**config.mk**
```make
export PLATFORM = sky130hd
export DESIGN_NAME = adt7420_temp_to_bcd
export DESIGN_NICKNAME = d
export VERILOG_FILES = /design/src/rtl/adt7420_pkg.sv /design/src/rtl/adt7420_temp_to_bcd_bcd_add3_shift.sv /design/src/rtl/adt7420_temp_to_bcd.sv
export SDC_FILE = /design/constraint.sdc
export NUM_CORES = 1
export LEC_CHECK = 0
export CORE_ASPECT_RATIO = 1.1
export CORE_MARGIN = 5
export CORE_UTILIZATION = 35
export DETAILED_ROUTE_END_ITERATION = 8
export GPL_ROUTABILITY_DRIVEN = 1
export HOLD_SLACK_MARGIN = 0.08
export MAX_ROUTING_LAYER = met4
export PLACE_DENSITY_LB_ADDON = 0.2
export SYNTH_ARGS = -nofsm -noshare
export SYNTH_HDL_FRONTEND = slang
export SYNTH_HIERARCHICAL = 1
export SYNTH_SLANG_ARGS = --single-unit
```
**constraint.sdc**
```tcl
create_clock -name clk -period 5.35 [get_ports clk]
set_input_delay 0.535 -clock clk [delete_from_list [all_inputs] [get_ports clk]]
set_output_delay 0.535 -clock clk [all_outputs]
set_load 0.005 [all_outputs]
```
**src/rtl/adt7420_pkg.sv**
```systemverilog
// Shared types and constants for the ADT7420 temperature-to-BCD converter.
package adt7420_pkg;

  localparam int unsigned TEMP_BITS  = 13;
  localparam int unsigned FRAC_BITS  = 4;
  localparam int unsigned FRAC_SCALE = 625;
  localparam int unsigned INT_STEPS  = 9;
  localparam int unsigned FRAC_STEPS = 14;
  localparam int unsigned BCD_W      = 4;

  typedef enum logic [2:0] {
    ST_IDLE,
    ST_PREP,
    ST_INT,
    ST_FRAC,
    ST_DONE
  } state_e;

endpackage

```
**src/rtl/adt7420_temp_to_bcd_bcd_add3_shift.sv**
```systemverilog
// One double-dabble step over N BCD nibbles: add 3 to nibbles >= 5, then shift in bit_i.
module bcd_add3_shift
  import adt7420_pkg::*;
#(
  parameter int unsigned N = 3
) (
  input  logic [N*BCD_W-1:0] bcd_i,
  input  logic               bit_i,
  output logic [N*BCD_W-1:0] bcd_o
);

  logic [N*BCD_W-1:0] adj;
  logic               unused_msb;

  always_comb begin
    adj = bcd_i;
    for (int unsigned k = 0; k < N; k++) begin
      if (adj[k*BCD_W +: BCD_W] >= BCD_W'(5)) begin
        adj[k*BCD_W +: BCD_W] = adj[k*BCD_W +: BCD_W] + BCD_W'(3);
      end
    end
    {unused_msb, bcd_o} = {adj, bit_i};
  end

endmodule

```
**src/rtl/adt7420_temp_to_bcd.sv**
```systemverilog
// Multi-cycle ADT7420 raw word to sign + 3.2 BCD digit converter with valid/ready handshakes.
// Optional half-up rounding of the fraction when ADT7420_BCD_ROUND_EN is defined.
module adt7420_temp_to_bcd #(
  parameter int unsigned IN_W      = 16,
  parameter int unsigned TEMP_BITS = 13
) (
  input  logic            clk,
  input  logic            rst,
  input  logic            in_valid,
  output logic            in_ready,
  input  logic [IN_W-1:0] temp_raw,
  output logic            out_valid,
  input  logic            out_ready,
  output logic            neg,
  output logic [11:0]     int_bcd,
  output logic [7:0]      frac_bcd
);
  import adt7420_pkg::*;

  localparam int unsigned IP_W  = TEMP_BITS - FRAC_BITS;
  localparam int unsigned FP_W  = FRAC_STEPS;
  localparam int unsigned IBCD_W = 3 * BCD_W;
  localparam int unsigned FBCD_W = 4 * BCD_W;

  state_e                 state_q, state_d;
  logic [TEMP_BITS-1:0]   temp_q, temp_d;
  logic                   sign_q, sign_d;
  logic [IP_W-1:0]        ip_q, ip_d;
  logic [FP_W-1:0]        fp_q, fp_d;
  logic [IBCD_W-1:0]      ibcd_q, ibcd_d;
  logic [FBCD_W-1:0]      fbcd_q, fbcd_d;
  logic [3:0]             cnt_q, cnt_d;
  logic                   neg_q, neg_d;
  logic [11:0]            int_q, int_d;
  logic [7:0]             frac_q, frac_d;

  logic [TEMP_BITS-1:0]   mag;
  logic [IBCD_W-1:0]      ibcd_step;
  logic [FBCD_W-1:0]      fbcd_step;
  logic [7:0]             frac_res;
  logic                   unused_bits;

  bcd_add3_shift #(.N(3)) u_int_step (
    .bcd_i (ibcd_q),
    .bit_i (ip_q[IP_W-1]),
    .bcd_o (ibcd_step)
  );

  bcd_add3_shift #(.N(4)) u_frac_step (
    .bcd_i (fbcd_q),
    .bit_i (fp_q[FP_W-1]),
    .bcd_o (fbcd_step)
  );

  // Fraction digits come from the last FRAC step directly, so the result lands on the FRAC->DONE edge.
`ifdef ADT7420_BCD_ROUND_EN
  assign frac_res = {fbcd_step[15:12],
                     fbcd_step[11:8] + ((fbcd_step[7:4] >= 4'd5) ? 4'd1 : 4'd0)};
  assign unused_bits = ^{temp_raw[IN_W-TEMP_BITS-1:0], fbcd_step[3:0]};
`else
  assign frac_res = fbcd_step[15:8];
  assign unused_bits = ^{temp_raw[IN_W-TEMP_BITS-1:0], fbcd_step[7:0]};
`endif

  always_comb begin
    mag = temp_q[TEMP_BITS-1] ? (~temp_q + TEMP_BITS'(1)) : temp_q;
  end

  always_comb begin
    state_d = state_q;
    temp_d  = temp_q;
    sign_d  = sign_q;
    ip_d    = ip_q;
    fp_d    = fp_q;
    ibcd_d  = ibcd_q;
    fbcd_d  = fbcd_q;
    cnt_d   = cnt_q;
    neg_d   = neg_q;
    int_d   = int_q;
    frac_d  = frac_q;

    unique case (state_q)
      ST_IDLE: begin
        if (in_valid) begin
          temp_d  = temp_raw[IN_W-1 -: TEMP_BITS];
          state_d = ST_PREP;
        end
      end
      ST_PREP: begin
        sign_d  = temp_q[TEMP_BITS-1];
        ip_d    = mag[TEMP_BITS-1:FRAC_BITS];
        fp_d    = FP_W'(mag[FRAC_BITS-1:0]) * FP_W'(FRAC_SCALE);
        ibcd_d  = '0;
        fbcd_d  = '0;
        cnt_d   = '0;
        state_d = ST_INT;
      end
      ST_INT: begin
        ibcd_d = ibcd_step;
        ip_d   = {ip_q[IP_W-2:0], 1'b0};
        cnt_d  = cnt_q + 4'd1;
        if (cnt_q == 4'(INT_STEPS - 1)) begin
          cnt_d   = '0;
          state_d = ST_FRAC;
        end
      end
      ST_FRAC: begin
        fbcd_d = fbcd_step;
        fp_d   = {fp_q[FP_W-2:0], 1'b0};
        cnt_d  = cnt_q + 4'd1;
        if (cnt_q == 4'(FRAC_STEPS - 1)) begin
          neg_d   = sign_q;
          int_d   = ibcd_q;
          frac_d  = frac_res;
          state_d = ST_DONE;
        end
      end
      ST_DONE: begin
        if (out_ready) begin
          state_d = ST_IDLE;
        end
      end
      default: state_d = ST_IDLE;
    endcase
  end

  always_ff @(posedge clk) begin
    if (rst) begin
      state_q <= ST_IDLE;
      temp_q  <= '0;
      sign_q  <= 1'b0;
      ip_q    <= '0;
      fp_q    <= '0;
      ibcd_q  <= '0;
      fbcd_q  <= '0;
      cnt_q   <= '0;
      neg_q   <= 1'b0;
      int_q   <= '0;
      frac_q  <= '0;
    end else begin
      state_q <= state_d;
      temp_q  <= temp_d;
      sign_q  <= sign_d;
      ip_q    <= ip_d;
      fp_q    <= fp_d;
      ibcd_q  <= ibcd_d;
      fbcd_q  <= fbcd_d;
      cnt_q   <= cnt_d;
      neg_q   <= neg_d;
      int_q   <= int_d;
      frac_q  <= frac_d;
    end
  end

  assign in_ready  = (state_q == ST_IDLE);
  assign out_valid = (state_q == ST_DONE);
  assign neg       = neg_q;
  assign int_bcd   = int_q;
  assign frac_bcd  = frac_q;

endmodule
```
==> impl_metrics.tcl <==
set metrics [dict create \
    worst-endpoint-required_ns 5.62 \
    drc 0 \
    synth_top_area_cell "dfxtp_1" \
    drt_iter0_markers 355 \
    async_flop_share 0 \
    drive_above_1_share 0.0571 \
    pin_count 43 \
    synthFlopType "dfxtp_1" \
    wire_per_inst_um 12.5 \
    ant_nets 0 \
    internal-power_mw 1.20 \
    synth_common_cells "nand2_1, dfxtp_1, a21oi_1" \
    die_y_um 133 \
    synth_edf_count 0 \
    fin_tns_setup_ns 0 \
    fillers 1409 \
    p_switching_uw 456 \
    cts_resized 0 \
    dieArea_um2 16200 \
    holdWs_ns 0.449 \
    cts_max_path_buffers 2 \
    yosys.area.top_type_share 0.386 \
    syn_area_um2 4830 \
    syn2layout_area_growth_pct 16.3 \
    insertion_delay_ns 0.35 \
    slew_headroom 0.319 \
    grt_pass1_wl_um 17800 \
    post-cts-setup-buffer-count 0 \
    clock_skew_ns 0.00636 \
    cts_made_buffers 9 \
    path_max_fanout 8 \
    dp.cells 803 \
    synth_area_leaders "dfxtp_1, nand2_1, ha_1" \
    drt_first_pass_iters 5 \
    core_area_um2 13700 \
    viasPerCell 4.99 \
    vias 4082 \
    grt_max_degree 55 \
    finalCriticalPeriod_ns 3.69 \
    yosys.cell_count.top_type "nand2_1" \
    p_leak_nw 2.07 \
    status "finished, final reports clean" \
    maxSlewViolCount 0 \
    pwr-share-comb 0.157 \
    io_buffers 39 \
    drt-total-wl_um 10200 \
    path_class "flop to flop" \
    synth_area_per_cell_um2 7.90 \
    clockRootBuffer "clkbuf_16" \
    cp-end-kind "flop" \
    syn_inst 611 \
    power_frac_seq 0.453 \
    max_freq_ghz 0.271 \
    worst_setup_path_start_kind "flop" \
    hold_violations 0 \
    antennaDiodeCount 0 \
    cts_hold_buf 0 \
    ys_ff_latch 93 \
    clkPwrFrac 0.390 \
    yosysWarnings 6 \
    p_sw_frac 0.275 \
    pwr_density_cell_nw_per_um2 295 \
    rsz0062_at_grt "false" \
    syn_nets 662 \
    globalplace.congestion 0.770 \
    die_x_um 122 \
    maxCapViolations 0 \
    antenna_found_initial 0 \
    worstHoldPathType "flop to flop" \
    synth_cell_types 50 \
    p_total_mw 1.66 \
    finalCritPeriodShare 0.690 \
    dp_hpwl_um 6930 \
    overflow 0 \
    grt_usage 0.136 \
    cts_tree "done" \
    finalSetupViolations 0 \
    path_clk_slew_ns 0.06 \
    clock_sink_count 93 \
    vdd_ir_drop_max_mv 0.121 \
    rows 45 \
    cp.arrival_ns 3.96 \
    max_slew.worst_pin.slew_ns 1.02 \
    ys_seq_area_frac 0.386 \
    grt_pass1_vias 3868 \
    initial_core_util 0.353 \
    fin_nets 677 \
    cts_max_level 3 \
    fin_util 0.410 \
    instances_no_fill 818 \
]
logic make-up after synthesis:
group / Yosys count / synth area share
and+or+nand+nor: 244 / 0.225
AOI/OAI and AO/OA: 149 / 0.188
DFF: 93 / 0.386
buffers and inverters: 60 / 0.0534
adders and majority gates: 31 / 0.0819
xor gates and xnor gates: 23 / 0.0433
muxes: 11 / 0.0228
sequential cells by signal, indices dropped and copies added, names as in the netlist, 3 cells and up:
register,flops
fp_q,14
state_q,3
temp_q,13
frac_bcd,8
ibcd_q,12
fbcd_q,16
cnt_q,4
int_bcd,12
ip_q,9
critical path, stage by stage, from the launching register on:
cell and delay [ns]:
dfxtp_1 0.52, inv_1 0.10, ha_1 0.25, nand2b_1 0.21, xnor2_2 0.34, xnor2_1 0.16
ha_1 0.20, or2b_1 0.22, ha_1 0.28, ha_1 0.37, o21ai_0 0.13, o21bai_1 0.16
a21oi_1 0.10, or4_1 0.41, a31oi_1 0.17
path summary, 6_finish.rpt:
check,to,slack (ns),startpoint,cells after the start
max reg2reg,fp_q[13],1.66,temp_q[0],14
max,fp_q[13],1.66,temp_q[0],14
min reg2reg,fp_q[0],0.45,fp_q[0],2
min,fp_q[0],0.45,fp_q[0],2
power groups by stage:
stage	Clock (mW)	Combinational (mW)	Sequential [mW]
detailed placement	0	0.261	0.767
global route	0.698	0.293	0.756
CTS	0.667	0.264	0.751
finish	0.646	0.260	0.751
floorplan	0	0.212	0.749
global placement	0	0.258	0.766
routing by layer:
layer / vias to the layer above / GRT usage / wire length, um
li1: 2119 / - / -
met1: 1875 / 0.177 / 5010
met2: 72 / 0.205 / 4600
met3: 16 / 0.0276 / 365
met4: 0 / 0.0598 / 220
met5: - / - / 0
metrics by stage:
stage | setup slack, ns | area, um^2
2_1_floorplan | 2.09 | 4830
3_3_place_gp | 1.74 | 5310
3_5_place_dp | 1.67 | 5310
4_1_cts | 1.66 | 5610
5_1_grt | 1.34 | 5610
6_report | 1.66 | 5610
final cells by class:
type,count,area (um^2),share of cell area
Sequential cell,93,1860,0.332
Multi-Input combinational cell,458,2710,0.484
Clock buffer,12,256,0.0457
Timing Repair Buffer,44,423,0.0754
Tap cell,188,235,0.0419
Clock inverter,3,45.0,0.00803
Inverter,20,75.1,0.0134
cell usage in the layout, fill, tap and decap left out, types with 3 or more instances in the layout:
cell type,instances
nor2_1,40
nand3_1,22
and3_1,5
xnor2_1,15
inv_1,19
o21ai_1,6
nand2b_1,19
o211ai_1,3
dfxtp_1,93
buf_4,5
a22oi_1,19
a21oi_1,69
ha_1,30
nor3_1,4
a21oi_2,7
o22ai_1,7
nor4_1,3
xor2_1,7
mux2i_1,11
a21o_1,3
a211oi_1,7
clkdlybuf4s50_1,38
o21ai_0,15
nand2_1,133
clkbuf_16,9
Power figures use the tool's default switching activity.
